$ cat src/rtl/axilite_noc_width_gearbox.sv
// Valid/ready width gearbox: packs narrow beats into wide words (upsize), splits wide
// words into narrow slices (downsize), or acts as a one-entry register slice (equal widths).
module axilite_noc_width_gearbox #(
  parameter int DATA_INPUT_WIDTH  = 64,
  parameter int DATA_OUTPUT_WIDTH = 512,
  localparam int RATIO = ((DATA_OUTPUT_WIDTH > DATA_INPUT_WIDTH) ? DATA_OUTPUT_WIDTH : DATA_INPUT_WIDTH) /
                         ((DATA_OUTPUT_WIDTH > DATA_INPUT_WIDTH) ? DATA_INPUT_WIDTH : DATA_OUTPUT_WIDTH),
  localparam int CW = $clog2(RATIO) + 1
) (
  input  logic                         clk,
  input  logic                         rst,
  input  logic                         inp_valid,
  output logic                         inp_ready,
  input  logic [DATA_INPUT_WIDTH-1:0]  inp_data,
  input  logic                         inp_last,
  output logic                         out_valid,
  input  logic                         out_ready,
  output logic [DATA_OUTPUT_WIDTH-1:0] out_data,
  output logic                         out_last,
  output logic [CW-1:0]                out_beats
);

  if ((DATA_INPUT_WIDTH % 8) != 0 || (DATA_OUTPUT_WIDTH % 8) != 0) begin : g_bad_byte_width
    $error("axilite_noc_width_gearbox: widths must be multiples of 8");
  end

  if ((DATA_OUTPUT_WIDTH > DATA_INPUT_WIDTH && (DATA_OUTPUT_WIDTH % DATA_INPUT_WIDTH) != 0) ||
      (DATA_INPUT_WIDTH > DATA_OUTPUT_WIDTH && (DATA_INPUT_WIDTH % DATA_OUTPUT_WIDTH) != 0)) begin : g_bad_ratio
    $error("axilite_noc_width_gearbox: wider width must be an integer multiple of the narrower");
  end

  if (DATA_OUTPUT_WIDTH > DATA_INPUT_WIDTH) begin : g_up
    logic [DATA_OUTPUT_WIDTH-1:0] r_acc;
    logic [DATA_OUTPUT_WIDTH-1:0] r_out_data;
    logic [DATA_OUTPUT_WIDTH-1:0] w_acc_next;
    logic [CW-1:0]                r_cnt;
    logic [CW-1:0]                r_out_beats;
    logic                         r_out_valid;
    logic                         r_out_last;
    logic                         w_inp_ready;
    logic                         w_in_fire;
    logic                         w_out_fire;
    logic                         w_complete;

    // Only the slot addressed by r_cnt takes the new beat; the rest keep their contents.
    for (genvar gi = 0; gi < RATIO; gi++) begin : g_slot
      assign w_acc_next[gi*DATA_INPUT_WIDTH +: DATA_INPUT_WIDTH] =
        (r_cnt == CW'(gi)) ? inp_data : r_acc[gi*DATA_INPUT_WIDTH +: DATA_INPUT_WIDTH];
    end

    assign w_inp_ready = !rst && (!r_out_valid || out_ready);
    assign w_in_fire   = inp_valid && w_inp_ready;
    assign w_out_fire  = r_out_valid && out_ready;
    assign w_complete  = (r_cnt == CW'(RATIO - 1)) || inp_last;

    always_ff @(posedge clk) begin
      if (rst) begin
        r_acc       <= '0;
        r_cnt       <= '0;
        r_out_data  <= '0;
        r_out_valid <= 1'b0;
        r_out_last  <= 1'b0;
        r_out_beats <= '0;
      end else begin
        if (w_out_fire) begin
          r_out_valid <= 1'b0;
        end
        if (w_in_fire) begin
          if (w_complete) begin
            // Accumulator restarts zeroed so a following partial word has empty upper slots.
            r_out_data  <= w_acc_next;
            r_out_valid <= 1'b1;
            r_out_beats <= r_cnt + CW'(1);
            r_out_last  <= inp_last;
            r_acc       <= '0;
            r_cnt       <= '0;
          end else begin
            r_acc <= w_acc_next;
            r_cnt <= r_cnt + CW'(1);
          end
        end
      end
    end

    assign inp_ready = w_inp_ready;
    assign out_valid = r_out_valid;
    assign out_data  = r_out_data;
    assign out_last  = r_out_last;
    assign out_beats = r_out_beats;

  end else if (DATA_INPUT_WIDTH > DATA_OUTPUT_WIDTH) begin : g_down
    localparam int IW = $clog2(RATIO);

    logic [DATA_INPUT_WIDTH-1:0]  r_hold;
    logic                         r_hold_last;
    logic [CW-1:0]                r_cnt;
    logic                         r_out_valid;
    logic [DATA_OUTPUT_WIDTH-1:0] w_slice [RATIO];
    logic                         w_final_slice;
    logic                         w_inp_ready;
    logic                         w_in_fire;
    logic                         w_out_fire;

    for (genvar gi = 0; gi < RATIO; gi++) begin : g_slice
      assign w_slice[gi] = r_hold[gi*DATA_OUTPUT_WIDTH +: DATA_OUTPUT_WIDTH];
    end

    assign w_final_slice = (r_cnt == CW'(RATIO - 1));
    // A new word may only enter as the last slice of the held word leaves.
    assign w_inp_ready   = !rst && (!r_out_valid || (out_ready && w_final_slice));
    assign w_in_fire     = inp_valid && w_inp_ready;
    assign w_out_fire    = r_out_valid && out_ready;

    always_ff @(posedge clk) begin
      if (rst) begin
        r_hold      <= '0;
        r_hold_last <= 1'b0;
        r_cnt       <= '0;
        r_out_valid <= 1'b0;
      end else if (w_in_fire) begin
        r_hold      <= inp_data;
        r_hold_last <= inp_last;
        r_cnt       <= '0;
        r_out_valid <= 1'b1;
      end else if (w_out_fire) begin
        if (w_final_slice) begin
          r_cnt       <= '0;
          r_out_valid <= 1'b0;
        end else begin
          r_cnt <= r_cnt + CW'(1);
        end
      end
    end

    assign inp_ready = w_inp_ready;
    assign out_valid = r_out_valid;
    assign out_data  = w_slice[r_cnt[IW-1:0]];
    assign out_last  = r_hold_last && w_final_slice;
    assign out_beats = CW'(!rst);

  end else begin : g_equal
    logic [DATA_OUTPUT_WIDTH-1:0] r_out_data;
    logic                         r_out_valid;
    logic                         r_out_last;
    logic                         w_inp_ready;
    logic                         w_in_fire;
    logic                         w_out_fire;

    assign w_inp_ready = !rst && (!r_out_valid || out_ready);
    assign w_in_fire   = inp_valid && w_inp_ready;
    assign w_out_fire  = r_out_valid && out_ready;

    always_ff @(posedge clk) begin
      if (rst) begin
        r_out_data  <= '0;
        r_out_valid <= 1'b0;
        r_out_last  <= 1'b0;
      end else if (w_in_fire) begin
        r_out_data  <= inp_data;
        r_out_valid <= 1'b1;
        r_out_last  <= inp_last;
      end else if (w_out_fire) begin
        r_out_valid <= 1'b0;
      end
    end

    assign inp_ready = w_inp_ready;
    assign out_valid = r_out_valid;
    assign out_data  = r_out_data;
    assign out_last  = r_out_last;
    assign out_beats = CW'(!rst);
  end

endmodule
$ cat config.mk
export PLATFORM = sky130hd
export DESIGN_NAME = axilite_noc_width_gearbox
export DESIGN_NICKNAME = d
export VERILOG_FILES = /design/src/rtl/axilite_noc_width_gearbox.sv
export SDC_FILE = /design/constraint.sdc
export NUM_CORES = 2
export LEC_CHECK = 0
export BUFFER_PORTS_ARGS = -buffer_cell sky130_fd_sc_hd__buf_2
export CELL_PAD_IN_SITES_DETAIL_PLACEMENT = 0
export CELL_PAD_IN_SITES_GLOBAL_PLACEMENT = 1
export CORE_MARGIN = 10
export CORE_UTILIZATION = 44
export CTS_CLUSTER_DIAMETER = 50
export DETAILED_ROUTE_END_ITERATION = 12
export PLACE_DENSITY = 0.81
export SLEW_MARGIN = 5
export SYNTH_ARGS = -nofsm -noshare
export SYNTH_HDL_FRONTEND = slang
export SYNTH_SLANG_ARGS = --single-unit
$ cat constraint.sdc
create_clock -name clk -period 2.8 [get_ports clk]
set_input_delay 0.42 -clock clk [delete_from_list [all_inputs] [get_ports clk]]
set_output_delay 0.42 -clock clk [all_outputs]
set_load 0.02 [all_outputs]
==> qor.csv <==
stage,metric,value,unit
clock_network,CTS tree,yes,
critical_path,worst r2r src,g_up.r_cnt[0],
synthesis,area share of the largest cell type after synthesis,51.6,%
synthesis,"Seq/Total Area, Yosys",51.6,%
worst_hold_path,WHS Path Cells,3,
worst_hold_path,HP Class,input port to register,
critical_path,critical path data arrival time,3.07,ns
placement,routability cong.,0.771,
clock_network,cts bufs inserted,117,
sta,minimum clock period after layout,2.45,ns
synthesis,Synth cell types,30,
synthesis,register bit total from synthesis,1034,
placement,PortBufs,587,
grt,first-pass GRT wire length,195000,um
synthesis,Compound-Gate Fraction of Synth Area,9.99,%
synthesis,simple-gate area share of the yosys netlist,21.4,%
synthesis,Post-Syn Area per Cell,8.94,um2
sta,RSZ-0062 raised after global routing,no,
clock_network,worst skew pair latency,0.71,ns
synthesis,Ys Warns,0,
critical_path,critical path type,register to register,
grt,gr usage total,23.6,%
worst_hold_path,hold path startpoint,inp_last,
synthesis,leading area contributor after synthesis,dfxtp_1,
sta,"Setup violations, final",0,
clock_network,Post-CTS Hold Fix Bufs,1,
critical_path,CP cell instances,ha_1 -> nand3b_4 -> a211oi_4 -> buf_12 -> buf_4 -> nor2_1 -> a311oi_1,
sta,final hold slack,0.0600,ns
synthesis,Synth area leaders,"dfxtp_1 52%, nor2_1 13%, mux2_2 13%, a22oi_1 8.4%, nor3_1 5.6%",
sta,final hold vios,0,
pwr,LEAKAGE,20.4,nW
layout,fin nets,4963,
drt,via count,33446,
sta,setup TNS,0,ns
layout,"most common cell after layout, fill and taps aside",nor2_1,
placement,Final HPWL DP,79900,um
drt,post-DR wirelength/cell,20.7,um
drt,post-route ant nets,0,
sta,Slew HR,26.8,%
sta,max-slew violation count,0,
synthesis,largest family of logic cells by synthesized area,simple AND/OR/NAND/NOR gates,
critical_path,cells on worst reg2reg path,7,
sta,Setup Skew,0.0219,ns
flow_run,Max Cap Viol,0,
placement,Area after DPL,0.0441,mm2
sta,Tcrit/Tclk final,87.6,%
layout,layout cells sized above 1,26.6,%
clock_network,Sink Count,1034,
clock_network,"CTS clk-pin slew, worst paths",0.06,ns
drt,final WL,128000,um
critical_path,Crit. End Element,register,
sta,Worst-Margin Slew,1.10,ns
critical_path,worst-path maximum fanout,51,
die,# rows,110,
die,die height,322,um
critical_path,r2r setup slk,0.35,ns
clock_network,CTS Buffer Depth,3,
layout,Area Overhead vs Synth,20.0,%
die,Die Span X,322,um
critical_path,Critical R2R Capture,out_data[473],
clock_network,Max H-tree Level,3,
synthesis,synthesized instance count,4490,
clock_network,Root Buffer,clkbuf_16,
drt,DR DRC count,0,
critical_path,"Slowest-stage cell, CP",dfxtp_1,
critical_path,WP data required,3.41,ns
grt,vias in the first global route,32394,
sta,Fmax,0.408,GHz
die,Initial Util,44.5,%
synthesis,Mapped Area,0.0402,mm2
grt,initial antenna violation count,4,
layout,"Cell Count, Final, Fillers Out",6170,
clock_network,post-CTS setup buffer count,0,
placement,Cell Count Post-Placement,5946,
drt,vias per std cell,5.42,
synthesis,xor/xnor share of the synthesized area,0.0436,%
drt,Pre-antenna DRT Iters,6,
synthesis,adder-cell share of the synthesized area,0.125,%
layout,final instance area,0.0482,mm2
grt,largest net degree at the start of global routing,212,
pwr,Power Total,0.0341,W
die,die area,0.104,mm2
synthesis,Syn Nets,4563,
pwr,worst vdd ir,525,uV
worst_hold_path,hold endpoint,out_last,
die,Top Ports,588,
synthesis,post-synthesis mux area share,12.6,%
critical_path,CP Launch Type,register,
critical_path,"slowest stage delay, CP",0.42,ns
outcome,outcome,"complete, no violations",
clock_network,Post-CTS Resized,0,
layout,# fillers,8447,
drt,DRT iter0 DRCs,2806,
grt,global route overflow,0,
layout,most frequent cells in the layout,"1,417 x nor2_1, 1,034 x dfxtp_1, 586 x buf_2, 450 x a22oi_1, 449 x nor3_1",
pwr,Pwr per Cell Area,708,mW/mm2
die,core area,0.0903,mm2
-- registers in the layout, indices dropped and copies added, names as in the netlist --
register,cells
g_up.r_acc,512
g_up.r_cnt,4
out_beats,4
out_data,512
out_last,1
out_valid,1
-- layer usage --
metal | global-route usage (%) | up-vias | wire [um]
li1 | - | 16169 | -
met1 | 30.9 | 16165 | 56300
met2 | 37.8 | 934 | 59200
met3 | 5.47 | 174 | 9060
met4 | 7.88 | 4 | 3380
met5 | 0 | - | 27
-- cells in the mapped netlist --
cell type / n
a211oi_4: 1
nand3_1: 1
a311oi_1: 64
and3b_1: 1
nor2b_1: 2
dfxtp_1: 1034
buf_2: 186
buf_4: 1
nand3b_4: 1
or3_1: 1
buf_1: 21
and2_1: 64
inv_1: 4
nor3b_1: 4
a211oi_1: 2
a31oi_1: 1
o211ai_1: 1
mux2_2: 448
nand4_1: 2
nand2b_1: 2
ha_1: 4
nor4_1: 1
clkbuf_1: 184
nor3_1: 449
xnor2_1: 2
nand2_1: 133
a22oi_1: 450
nand3b_1: 3
nor2_1: 1418
a21oi_1: 5
-- power breakdown --
group,leakage [nW],internal (W),switching (W)
Combinational,10.0,0.000858,0.00199
Sequential,8.39,0.0151,0.000280
Clock,1.99,0.00938,0.00648
Total,20.4,0.0254,0.00874
-- per-stage QoR --
stage	util (%)	setup WS [ns]
2_1_floorplan	-	0.812
3_3_place_gp	48.9	0.461
3_5_place_dp	48.9	0.382
4_1_cts	53.4	0.355
5_1_grt	53.4	0.143
6_report	53.4	0.346
-- kinds of logic (layout without fill, tap and decap cells) --
family / Yosys count / in the layout
adder cells (fa/ha/maj): 4 / 4
buffers and inverters: 396 / 898
other: 0 / 2
AO/OA/AOI/OAI: 524 / 524
AND/OR/NAND/NOR: 2082 / 2082
flip-flops: 1034 / 1034
XOR/XNOR: 2 / 2
multiplexers: 448 / 448
-- how the worst max path moves through the flow --
stage / to / from / slack (ns) / cells after the start
3_5_place_dp: out_data[473] / g_up.r_cnt[0] / 0.38 / 7
5_1_grt: out_data[473] / g_up.r_cnt[0] / 0.14 / 7
6_report: out_data[473] / g_up.r_cnt[0] / 0.35 / 7
4_1_cts: out_data[473] / g_up.r_cnt[0] / 0.35 / 7
3_3_place_gp: out_data[471] / g_up.r_cnt[0] / 0.46 / 7
2_1_floorplan: inp_ready / rst / 0.81 / 5
-- cell type report --
cell class | count | area [um2] | share of cell area (%)
Tap cell | 1176 | 1470 | 3.05
Sequential cell | 1034 | 20700 | 42.9
Inverter | 4 | 15.0 | 0.0312
Multi-Input combinational cell | 3060 | 17800 | 36.9
Timing Repair Buffer | 673 | 4180 | 8.68
Antenna cell | 2 | 5.00 | 0.0104
Clock buffer | 163 | 3320 | 6.89
Clock inverter | 58 | 726 | 1.51
-- critical path: cells and delay by family, from the launching register on --
kind | cells | cell delay (ns)
flops | 1 | 0.42
simple gates | 2 | 0.18
buf+inv | 2 | 0.64
fa+ha+maj | 1 | 0.35
compound gates | 2 | 0.68
No activity file was read; power rests on OpenSTA's default activity.
